===== src/rtl/bingo_guess_ctrl_pkg.sv =====
// -----------------------------------------------------------------------------
// bingo_guess_ctrl_pkg
// Shared definitions for the Bingo guess handler:
//   - guess_state_t : FSM state encoding (IDLE, WAIT_IN, FIN)
//   - SEL_NUM / STATE_WIN : interboard message type codes
//   - bcd_to_bin    : two-digit BCD to 7-bit binary conversion
//   - bcd_digits_ok : both BCD digits are in 0..9
// -----------------------------------------------------------------------------
package bingo_guess_ctrl_pkg;

    typedef enum logic [1:0] {
        IDLE    = 2'd0,
        WAIT_IN = 2'd1,
        FIN     = 2'd2
    } guess_state_t;

    // Interboard message types shared with the link layer
    localparam logic [2:0] SEL_NUM   = 3'd1;
    localparam logic [2:0] STATE_WIN = 3'd4;

    // 10*tens + ones in 7 bits; only meaningful when both digits are <= 9
    function automatic logic [6:0] bcd_to_bin(input logic [7:0] bcd);
        return (7'(bcd[7:4]) * 7'd10) + 7'(bcd[3:0]);
    endfunction

    function automatic logic bcd_digits_ok(input logic [7:0] bcd);
        return (bcd[7:4] <= 4'd9) && (bcd[3:0] <= 4'd9);
    endfunction

endpackage


===== src/rtl/bingo_line_counter.sv =====
// -----------------------------------------------------------------------------
// bingo_line_counter
// Purely combinational count of fully marked lines on a SIDE x SIDE board.
// Cell p sits at row p / SIDE, column p % SIDE.
// Ports:
//   circle : CELLS-bit map of marked cells
//   count  : rows + columns + main diagonal + anti-diagonal that are complete
// -----------------------------------------------------------------------------
module bingo_line_counter #(
    parameter  int SIDE  = 5,
    localparam int CELLS = SIDE * SIDE,
    localparam int CNT_W = $clog2(2 * SIDE + 3)
) (
    input  logic [CELLS-1:0] circle,
    output logic [CNT_W-1:0] count
);

    logic [SIDE-1:0] row_full;
    logic [SIDE-1:0] col_full;
    logic [SIDE-1:0] diag_bits;
    logic [SIDE-1:0] anti_bits;

    genvar r, c, i;
    generate
        for (r = 0; r < SIDE; r++) begin : g_row
            assign row_full[r] = &circle[r*SIDE +: SIDE];
        end

        // Columns are strided, so gather each column into a vector first
        for (c = 0; c < SIDE; c++) begin : g_col
            logic [SIDE-1:0] col_bits;
            for (r = 0; r < SIDE; r++) begin : g_cell
                assign col_bits[r] = circle[r*SIDE + c];
            end
            assign col_full[c] = &col_bits;
        end

        for (i = 0; i < SIDE; i++) begin : g_diag
            assign diag_bits[i] = circle[i*SIDE + i];
            assign anti_bits[i] = circle[i*SIDE + (SIDE - 1 - i)];
        end
    endgenerate

    // Sum of all completed-line flags
    always_comb begin
        count = '0;
        for (int k = 0; k < SIDE; k++) begin
            count = count + CNT_W'(row_full[k]) + CNT_W'(col_full[k]);
        end
        count = count + CNT_W'(&diag_bits) + CNT_W'(&anti_bits);
    end

endmodule


===== src/rtl/bingo_guess_ctrl.sv =====
// -----------------------------------------------------------------------------
// bingo_guess_ctrl
// Per-board guess handler. Each start_guess arms one round; the round accepts
// either a local BCD entry (local_turn=1) or a remote SEL_NUM message
// (local_turn=0), marks the matching cell and pulses guess_done. Bad local
// entries and out-of-range remote numbers pulse guess_reject. A remote
// STATE_WIN aborts the round. The completed-line count is registered.
// Ports:
//   clk, rst            : clock, async active-high reset
//   interboard_rst      : sync clear, same effect as rst
//   clear_guess         : sync clear of circle and line_count
//   start_guess         : arm one guess round
//   local_turn          : 1 = local entry, 0 = remote message
//   enter_pulse         : local confirm
//   cur_number_BCD      : local number, tens [7:4], ones [3:0]
//   interboard_en       : remote message valid
//   interboard_msg_type : SEL_NUM / STATE_WIN
//   interboard_number   : remote number
//   num_to_pos          : slice k-1 is the cell position of number k
//   guess_done          : pulse, guess accepted
//   guess_reject        : pulse, entry refused
//   guess_number        : last accepted number
//   circle              : marked cells
//   line_count          : completed lines
//   bingo               : line_count >= WIN_LINES
// -----------------------------------------------------------------------------
module bingo_guess_ctrl
    import bingo_guess_ctrl_pkg::*;
#(
    parameter int SIDE      = 5,
    parameter int WIN_LINES = 5,
    parameter int CELLS     = SIDE * SIDE,
    parameter int POS_W     = $clog2(CELLS),
    parameter int NUM_W     = $clog2(CELLS + 1)
) (
    input  logic                           clk,
    input  logic                           rst,
    input  logic                           interboard_rst,
    input  logic                           clear_guess,
    input  logic                           start_guess,
    input  logic                           local_turn,
    input  logic                           enter_pulse,
    input  logic [7:0]                     cur_number_BCD,
    input  logic                           interboard_en,
    input  logic [2:0]                     interboard_msg_type,
    input  logic [NUM_W-1:0]               interboard_number,
    input  logic [CELLS*POS_W-1:0]         num_to_pos,
    output logic                           guess_done,
    output logic                           guess_reject,
    output logic [NUM_W-1:0]               guess_number,
    output logic [CELLS-1:0]               circle,
    output logic [$clog2(2*SIDE+3)-1:0]    line_count,
    output logic                           bingo
);

    localparam int               LC_W    = $clog2(2 * SIDE + 3);
    localparam logic [6:0]       CELLS_7 = 7'(CELLS);
    localparam logic [NUM_W-1:0] CELLS_N = NUM_W'(CELLS);
    localparam logic [LC_W-1:0]  WIN_T   = LC_W'(WIN_LINES);

    guess_state_t     state;
    logic [6:0]       local_num;
    logic             local_ok;
    logic             local_accept;
    logic             local_refuse;
    logic [POS_W-1:0] local_pos;
    logic [POS_W-1:0] remote_pos;
    logic             remote_range_ok;
    logic             remote_sel;
    logic             remote_win;
    logic [LC_W-1:0]  lines_now;

    bingo_line_counter #(
        .SIDE (SIDE)
    ) u_lines (
        .circle (circle),
        .count  (lines_now)
    );

    // Number-to-position lookup for both sources. A mux over all numbers keeps
    // the select in range even when the requested number is not.
    always_comb begin
        local_pos  = '0;
        remote_pos = '0;
        for (int k = 0; k < CELLS; k++) begin
            if (local_num == 7'(k + 1)) begin
                local_pos = num_to_pos[k*POS_W +: POS_W];
            end
            if (interboard_number == NUM_W'(k + 1)) begin
                remote_pos = num_to_pos[k*POS_W +: POS_W];
            end
        end
    end

    // Entry qualification; each side only listens while it owns the turn
    always_comb begin
        local_num       = bcd_to_bin(cur_number_BCD);
        local_ok        = bcd_digits_ok(cur_number_BCD)
                          && (local_num >= 7'd1) && (local_num <= CELLS_7)
                          && !circle[local_pos];
        local_accept    = local_turn && enter_pulse && local_ok;
        local_refuse    = local_turn && enter_pulse && !local_ok;
        remote_range_ok = (interboard_number >= NUM_W'(1))
                          && (interboard_number <= CELLS_N);
        remote_sel      = !local_turn && interboard_en
                          && (interboard_msg_type == SEL_NUM);
        remote_win      = !local_turn && interboard_en
                          && (interboard_msg_type == STATE_WIN);
    end

    // FSM, circle map, latched number, pulses and registered line count.
    // clear_guess wins over any decision in the same cycle and leaves the
    // state where it was.
    always_ff @(posedge clk or posedge rst) begin
        if (rst) begin
            state        <= IDLE;
            circle       <= '0;
            line_count   <= '0;
            guess_number <= '0;
            guess_done   <= 1'b0;
            guess_reject <= 1'b0;
        end else if (interboard_rst) begin
            state        <= IDLE;
            circle       <= '0;
            line_count   <= '0;
            guess_number <= '0;
            guess_done   <= 1'b0;
            guess_reject <= 1'b0;
        end else begin
            guess_done   <= 1'b0;
            guess_reject <= 1'b0;
            line_count   <= lines_now;
            if (clear_guess) begin
                circle     <= '0;
                line_count <= '0;
            end else begin
                case (state)
                    IDLE: begin
                        if (start_guess) begin
                            state <= WAIT_IN;
                        end
                    end
                    WAIT_IN: begin
                        if (local_accept) begin
                            circle[local_pos] <= 1'b1;
                            guess_number      <= NUM_W'(local_num);
                            guess_done        <= 1'b1;
                            state             <= FIN;
                        end else if (local_refuse) begin
                            guess_reject <= 1'b1;
                        end else if (remote_sel) begin
                            if (remote_range_ok) begin
                                circle[remote_pos] <= 1'b1;
                                guess_number       <= interboard_number;
                                guess_done         <= 1'b1;
                                state              <= FIN;
                            end else begin
                                guess_reject <= 1'b1;
                            end
                        end else if (remote_win) begin
                            state <= IDLE;
                        end
                    end
                    FIN: begin
                        state <= IDLE;
                    end
                    default: begin
                        state <= IDLE;
                    end
                endcase
            end
        end
    end

    assign bingo = (line_count >= WIN_T);

endmodule


===== config.mk =====
export PLATFORM = sky130hd
export DESIGN_NAME = bingo_guess_ctrl
export DESIGN_NICKNAME = d
export VERILOG_FILES = /design/src/rtl/bingo_guess_ctrl_pkg.sv /design/src/rtl/bingo_line_counter.sv /design/src/rtl/bingo_guess_ctrl.sv
export SDC_FILE = /design/constraint.sdc
export NUM_CORES = 1
export LEC_CHECK = 0
export ABC_CLOCK_PERIOD_IN_PS = 4650
export CORE_MARGIN = 4
export CORE_UTILIZATION = 45
export DETAILED_ROUTE_END_ITERATION = 10
export MAX_ROUTING_LAYER = met4
export PLACE_DENSITY = 0.87
export SYNTH_ARGS = -nofsm -noshare
export SYNTH_HDL_FRONTEND = slang
export SYNTH_HIERARCHICAL = 1
export SYNTH_SLANG_ARGS = --single-unit

===== constraint.sdc =====
create_clock -name clk -period 4.65 [get_ports clk]
set_input_delay 0.465 -clock clk [delete_from_list [all_inputs] [get_ports clk]]
set_output_delay 0.465 -clock clk [all_outputs]
set_load 0.02 [all_outputs]

==> summary.md, run 1 <==
| Metric | Value |
|---|---|
| Antenna violations before repair | 0 |
| Vias | 8506 |
| Sequential Area | 951 um^2 |
| Routed WL per cell | 25.1 um |
| Final instance area | 9190 um^2 |
| RR Startpoint | circle[20] |
| DPL Wire Length | 25400 um |
| Num CTS Buffers | 5 |
| Ys flop type | dfrtp_1 |
| Detail Route Antenna Nets | 0 |
| WS Path Type | primary input to register |
| Relative max-transition margin | 55.4% |
| Worst hold path cell count | 2 |
| H-tree depth | 2 |
| Int Pwr | 1.07 mW |
| Clk buf depth | 2 |
| Critical Path RT | 4.83 ns |
| I/O pin total | 186 |
| CP Cell Sequence | clkdlybuf4s50_1 -> ha_2 -> fa_1 -> buf_12 -> inv_1 -> nand3_1 -> nor4_2 -> buf_4 -> a32o_1 -> o22ai_2 -> o21ai_4 -> buf_6 -> mux2_2 -> o211ai_1 -> o32a_4 -> nand3_4 -> o31ai_2 |
| Reg power frac | 18.3% |
| Clock Root Buffer | clkbuf_16 |
| Worst Hold Launch | state[1] |
| Register area share after synthesis | 15.7% |
| Flop-to-flop setup slack | 0.99 ns |
| RSZ-0062 raised after global routing | no |
| Comb pwr share | 63.0% |
| DP Worst Slack | -0.383 ns |
| FFs w/ async S/R, synth | 100% |
| Gr usage total | 41.0% |
| GP Congestion | 1.08 |
| Largest net degree at the start of global routing | 39 |
| Post-route insts no fill | 1253 |
| Clk network pwr share | 18.7% |
| Nets | 1243 |
| Leak | 3.54 nW |
| Area of the multi-input gates | 4960 um^2 |
| Die ar. | 15400 um^2 |
| Cell row count | 42 |
| Final wirelength | 31500 um |
| GRT overflow | 0 |
| Clk_lat worst skew | 0.28 ns |
| P_sw | 0.775 mW |
| Syn-to-layout area delta | 51.8% |
| Clk sinks | 38 |
| Peak Freq | 223 MHz |
| Fin Hold WS | 0.558 ns |
| Final period utilization | 96.5% |
| CTS tree | done |
| Syn Nets | 988 |
| Hold EP | state[1] |
| Pins Over Slew Limit | 0 |
| Library cells used by synthesis | 82 |
| Die width | 124 um |
| Placed cell area | 8790 um^2 |
| Vias per inst | 6.79 |
| Worst Skew | 0.00352 ns |
| Synthesis-stage register bit count | 38 |
| Layout cell share with drive strength beyond 1 | 19.1% |
| Cells after Synth | 820 |
| Reg-to-reg endpoint | line_count[2] |
| Initial Utilization | 45.9% |
| Switching share of power | 42.0% |
| Final count of negative-setup-slack endpoints | 0 |
| R2r worst-path depth | 11 |
| Post-synth EDFFs | 0 |
| 1st-pass router iterations | 8 |
| Maxcap violations | 0 |
| Number of global-route vias before repair | 8027 |
| CP Capture Type | register |
| Hold/Removal Path Class | register to register |
| Final core occ | 69.7% |
| Clock Pin Slew Worst Setup and Hold Paths | 0.06 ns |
| Worst Tran Pin Value | 0.667 ns |
| Outcome | completed |
| Maximum VDD drop | 155 uV |
| Synthesized area | 6050 um^2 |
| Max incr delay on CP | 0.49 ns |
| Setup slack after layout | 0.164 ns |
| Cell area power density | 201 nW/um^2 |
| CP Max Fanout | 11 |
| Placed cell count | 1239 |
| I/O Buffers | 185 |
| Slowest cell on the critical path | clkdlybuf4s50_1 |
| CP Launch Type | primary input |
| Hold Violations, Final | 0 |
| YS warnings | 6 |
| Final Critical Period | 4.49 ns |
| Die height | 124 um |
| Layout fillers | 1078 |
| DR iter-0 viols | 1283 |
| CP arrival | 4.67 ns |
| DRC Markers | 0 |
| Avg Inst Size Synth | 7.38 um^2 |
| Core Region | 13200 um^2 |
| First-pass GRT wire length | 46400 um |
[critical path, delay by kind of cell]
kind                       cells  cell delay (ns)
muxes                          1             0.34
adders and majority gates      2             0.68
buffers and inverters          5             1.27
AOI/OAI and AO/OA              6             1.36
and+or+nand+nor                3             0.55
[per-stage QoR]
| step | power [mW] | setup TNS, ns |
|---|---|---|
| floorplan | 0.854 | 0 |
| global placement | 1.40 | -4.13 |
| detailed placement | 1.40 | -10.12 |
| CTS | 1.75 | 0 |
| global route | 1.91 | 0 |
| finish | 1.84 | 0 |
[layout by cell type, fill, tap and decap left out, types with 12 or more instances in the layout]
cell type          n
clkdlybuf4s50_1  179
dfrtp_1           38
a21oi_1           47
o211ai_1          22
a22oi_1           38
nand3b_1          12
mux2_2            26
and2_1            14
inv_1             24
nand4_1           18
nor2b_1           22
o21ai_0           39
o22ai_1           15
nand3_1           48
mux2i_1           19
buf_4            112
nand2b_1          19
nor3_1            18
nand2_1           69
nor2_1            65
[power by group through the flow]
stage	logic, mW	clock network (mW)	registers [mW]
2_1_floorplan	0.509	0	0.345
3_3_place_gp	1.05	0	0.343
3_5_place_dp	1.06	0	0.343
4_1_cts	1.07	0.343	0.337
5_1_grt	1.22	0.357	0.337
6_report	1.16	0.346	0.337
[final cells by class]
| type | count | share of cell area (%) |
|---|---|---|
| clock buffers | 6 | 1.51 |
| repair buffers | 303 | 30.5 |
| inverters | 27 | 1.10 |
| diodes | 1 | 0.0272 |
| clock inverters | 2 | 0.136 |
| well taps | 176 | 2.40 |
| multi-input cells | 700 | 54.0 |
| flip-flops and latches | 38 | 10.3 |
[registers in the layout (all words and copies together), names as in the netlist]
signal and count:
guess_done 1, circle 25, guess_reject 1, line_count 4, state 2, guess_number 5
[how the worst max path moves through the flow]
stage / from / to / slack (ns) / cells after the start
4_1_cts: cur_number_BCD[5] / circle[10] / 0.03 / 16
2_1_floorplan: cur_number_BCD[5] / circle[21] / 0.25 / 16
3_5_place_dp: cur_number_BCD[5] / circle[11] / -0.38 / 16
6_report: cur_number_BCD[1] / circle[11] / 0.16 / 17
5_1_grt: cur_number_BCD[1] / circle[11] / 0.005 / 17
3_3_place_gp: cur_number_BCD[5] / circle[10] / -0.19 / 15
[logic make-up after synthesis]
family | share of synthesized area, %
fa+ha+maj | 5.21
compound gates | 33.2
buf+inv | 5.77
mux | 9.96
xor+xnor | 1.10
flops | 15.7
simple gates | 29.1
[timing repair]
item                                    4_1_cts  5_1_grt
buffers inserted                              0        4
pin swaps                                     7       17
gates cloned                                  1        0
gates resized for setup                      10       28
hold buffers                                  0        0
endpoints found under the setup margin       24       34
[cells in the mapped netlist, types with 4 or more instances]
library cell  number  area [um^2]
nand2_1           71          267
nor2_1            65          244
a21oi_1           49          245
nand3_1           49          245
o21ai_0           40          200
a22oi_1           39          293
dfrtp_1           38          951
clkbuf_1          32          120
mux2_2            26          293
inv_1             24         90.1
nor2b_1           22          138
o211ai_1          22          165
nand2b_1          20          125
nor3_1            20          100
mux2i_1           19          190
nand4_1           18          113
o22ai_1           15         93.8
and2_1            14         87.6
buf_2             12         60.1
nand3b_1          12         90.1
ha_1              10          125
nor3b_1           10         75.1
buf_1              9         33.8
fa_1               9          180
o21ai_1            9         45.0
o31ai_1            9         67.6
a221oi_1           8         70.1
a31oi_1            8         50.1
a211oi_1           7         52.6
a21o_1             7         52.6
and3_1             7         43.8
o221ai_1           7         61.3
o32ai_1            7         61.3
a22o_1             6         52.6
o2111ai_1          6         52.6
nor4_1             5         31.3
o2bb2ai_1          5         43.8
mux4_2             4         90.1
o21a_1             4         30.0
or2_2              4         25.0
or3_1              4         25.0
or4_1              4         30.0
[layer usage]
layer	part of all wire (%)	track usage (%)	vias up
met3	13	9.36	122
met5	0	-	-
met2	43	61.5	744
li1	-	-	3688
met1	39	54.3	3952
met4	4.5	14.7	0
No activity file was read; power rests on OpenSTA's default activity.
==> run 2, diff against run 1 <==
--- a/config.mk
+++ b/config.mk
@@ -9,8 +9,9 @@
 export CORE_MARGIN = 4
 export CORE_UTILIZATION = 45
 export DETAILED_ROUTE_END_ITERATION = 10
+export DONT_BUFFER_PORTS = 1
 export MAX_ROUTING_LAYER = met4
-export PLACE_DENSITY = 0.87
+export PLACE_DENSITY = 0.7
 export SYNTH_ARGS = -nofsm -noshare
 export SYNTH_HDL_FRONTEND = slang
 export SYNTH_HIERARCHICAL = 1
==> run 2 against run 1 <==
Compared with the run above:
- clock skew increased by 0.0011 ns
- worst setup slack improved by 0.0080 ns
- combinational power fell by 33%
- via count is 16% lower
- cell count shrank 20%
- first-iteration DRC count fell by 32%
- count of clock-buffer cells in the layout increased by 1
- clock power about the same
- non-clock buffer count decreased by 251
- die area did not move
- wire length is 14% lower
- register-to-register slack got worse by 0.03 ns
- highest routed layer unchanged
==> summary.md, run 2 (synthesized netlist as in run 1, its figures left out) <==
| Metric | Value |
|---|---|
| Outcome | completed |
| Hold Violations, Final | 0 (unchanged) |
| Layout cell share with drive strength beyond 1 | 13.7% (-5.3 points) |
| Final wirelength | 27100 um (-14%) |
| Core Region | 13200 um^2 (unchanged) |
| 1st-pass router iterations | 5 (-3) |
| Comb pwr share | 53.2% (-9.8 points) |
| Gr usage total | 35.8% (-5.2 points) |
| Cell row count | 42 (unchanged) |
| GRT overflow | 0 (unchanged) |
| I/O Buffers | 0 (-100%) |
| Worst Tran Pin Value | 1.05 ns (+0.381 ns) |
| Nets | 991 (-20%) |
| Clk network pwr share | 23.6% (+4.9 points) |
| Initial Utilization | 45.9% (unchanged) |
| Clk_lat worst skew | 0.29 ns (about the same) |
| Die width | 124 um (unchanged) |
| Maxcap violations | 0 (unchanged) |
| Routed WL per cell | 27.1 um (+7.7%) |
| CTS tree | done |
| Worst Skew | 0.00461 ns (+0.00109 ns) |
| Total power | 1.47 mW (-20%) |
| Reg power frac | 23.2% (+4.9 points) |
| Final Critical Period | 4.48 ns (-0.00797 ns) |
| Cell area power density | 222 nW/um^2 (+11%) |
| Final period utilization | 96.3% (-0.17 points) |
| H-tree depth | 2 (unchanged) |
| Post-route insts no fill | 1000 (-20%) |
| GP Congestion | 1.12 (+3.3%) |
| Relative max-transition margin | 29.9% (-25 points) |
| WS Path Type | primary input to register |
| DPL Wire Length | 21100 um (-17%) |
| Die ar. | 15400 um^2 (unchanged) |
| Largest Register | circle |
| Post-CTS setup repair buffer count | 0 (unchanged) |
| Clk sinks | 38 (unchanged) |
| Vias | 7177 (-16%) |
| Num CTS Buffers | 5 (unchanged) |
| Int Pwr | 0.851 mW (-20%) |
| Final count of negative-setup-slack endpoints | 0 (unchanged) |
| Switching share of power | 42.0% (about the same) |
| Hold/Removal Path Class | primary input to async pin |
| Clk buf depth | 2 (unchanged) |
| P_sw | 0.617 mW (-20%) |
| CP Max Fanout | 14 (+3) |
| Antenna Cells | 0 (-1) |
| DRC Markers | 0 (unchanged) |
| CP arrival | 4.66 ns (about the same) |
| Detail Route Antenna Nets | 0 (unchanged) |
| Largest net degree at the start of global routing | 59 (+51%) |
| I/O pin total | 186 (unchanged) |
| Die height | 124 um (unchanged) |
| Peak Freq | 223 MHz (+0.18%) |
| Leak | 2.44 nW (-31%) |
| Number of global-route vias before repair | 7148 (-11%) |
| CP Capture Type | register |
| Clock Root Buffer | clkbuf_16 |
| Clock Pin Slew Worst Setup and Hold Paths | 0.06 ns (about the same) |
| Most frequent cells in the layout | 71 x nand2_1, 65 x nor2_1, 50 x buf_4 |
| Fin Hold WS | 0.180 ns (-0.378 ns) |
| Antenna violations before repair | 0 (unchanged) |
| Post_cts resized | 0 (-10) |
| CP Launch Type | primary input |
| First-pass GRT wire length | 41000 um (-12%) |
| Critical Path RT | 4.84 ns (about the same) |
| Placed cell count | 992 (-20%) |
| Largest register FFs | 25 (unchanged) |
| Maximum VDD drop | 130 uV (-16%) |
| Commonest non-fill, non-tap cell in the layout | nand2_1 |
| DR iter-0 viols | 873 (-32%) |
| CTS Hold Bufs | 0 (unchanged) |
| Vias per inst | 7.18 (+5.7%) |
| Pins Over Slew Limit | 0 (unchanged) |
| R2r worst-path depth | 11 (unchanged) |
| Syn-to-layout area delta | 9.13% |
| Largest registers | circle (25), guess_number (5), line_count (4) |
==> run 2: cell types whose count changed in the layout (fill, tap and decap cells not counted), sizes merged <==
cell	change
clkdlybuf4s50	-179
buf	-68
dlymetal6s2s	-4
clkbuf	+1
clkinvlp	-1
diode	-1
nand3	-1
==> run 2: metal layers <==
layer	global-route usage, %	routed length (um)
met1	42.7	10000
met2	56.7	12300
met3	10.1	3410
met4	15.2	1290
met5	-	0
==> run 2: path summary, 6_finish.rpt <==
check	from	to	slack [ns]
setup / recovery	cur_number_BCD[5]	circle[9]	0.17
hold / removal	rst	guess_done	0.18
setup reg to reg	circle[24]	line_count[2]	0.96
hold reg to reg	state[1]	state[1]	0.56
max in group asynchronous	rst	circle[3]	4.12
min in group clk	interboard_rst	state[0]	0.23
==> run 2: area by class of cell <==
type	instances	area, um^2
Clock buffer	7	143
Tap cell	176	220
Fill cell	1341	6580
Sequential cell	38	951
Timing Repair Buffer	52	415
Inverter	27	101
Clock inverter	1	5.00
Multi-Input combinational cell	699	4770
==> run 2: power by group through the flow <==
stage	registers [mW]	logic, mW	clock network [mW]
2_1_floorplan	0.345	0.509	0
3_3_place_gp	0.347	0.750	0
3_5_place_dp	0.346	0.749	0
4_1_cts	0.340	0.753	0.350
5_1_grt	0.341	0.837	0.365
6_report	0.340	0.782	0.346
==> run 2: per-stage QoR <==
stage	util [%]	cell area (um^2)	setup TNS [ns]	setup WS [ns]
final	50.1	6610	0	0.172
after detailed placement	48.9	6440	-0.286	-0.0854
after floorplan	-	6050	0	0.249
after global routing	50.1	6610	-0.532	-0.0967
after global placement	48.9	6440	0	0.0712
after CTS	50.0	6590	0	0.190
==> run 2: worst max-delay path, stage by stage <==
cell and delay, ns:
ha_1 0.27, ha_1 0.21, fa_1 0.39, buf_4 0.16, xnor3_1 0.28, o211ai_1 0.20, a21o_1 0.24, a211oi_1 0.30
o22ai_2 0.21, o21ai_4 0.27, buf_4 0.17, buf_4 0.10, mux2_2 0.32, o211ai_1 0.32, o32a_2 0.26, nand3_4 0.19
o31ai_1 0.30
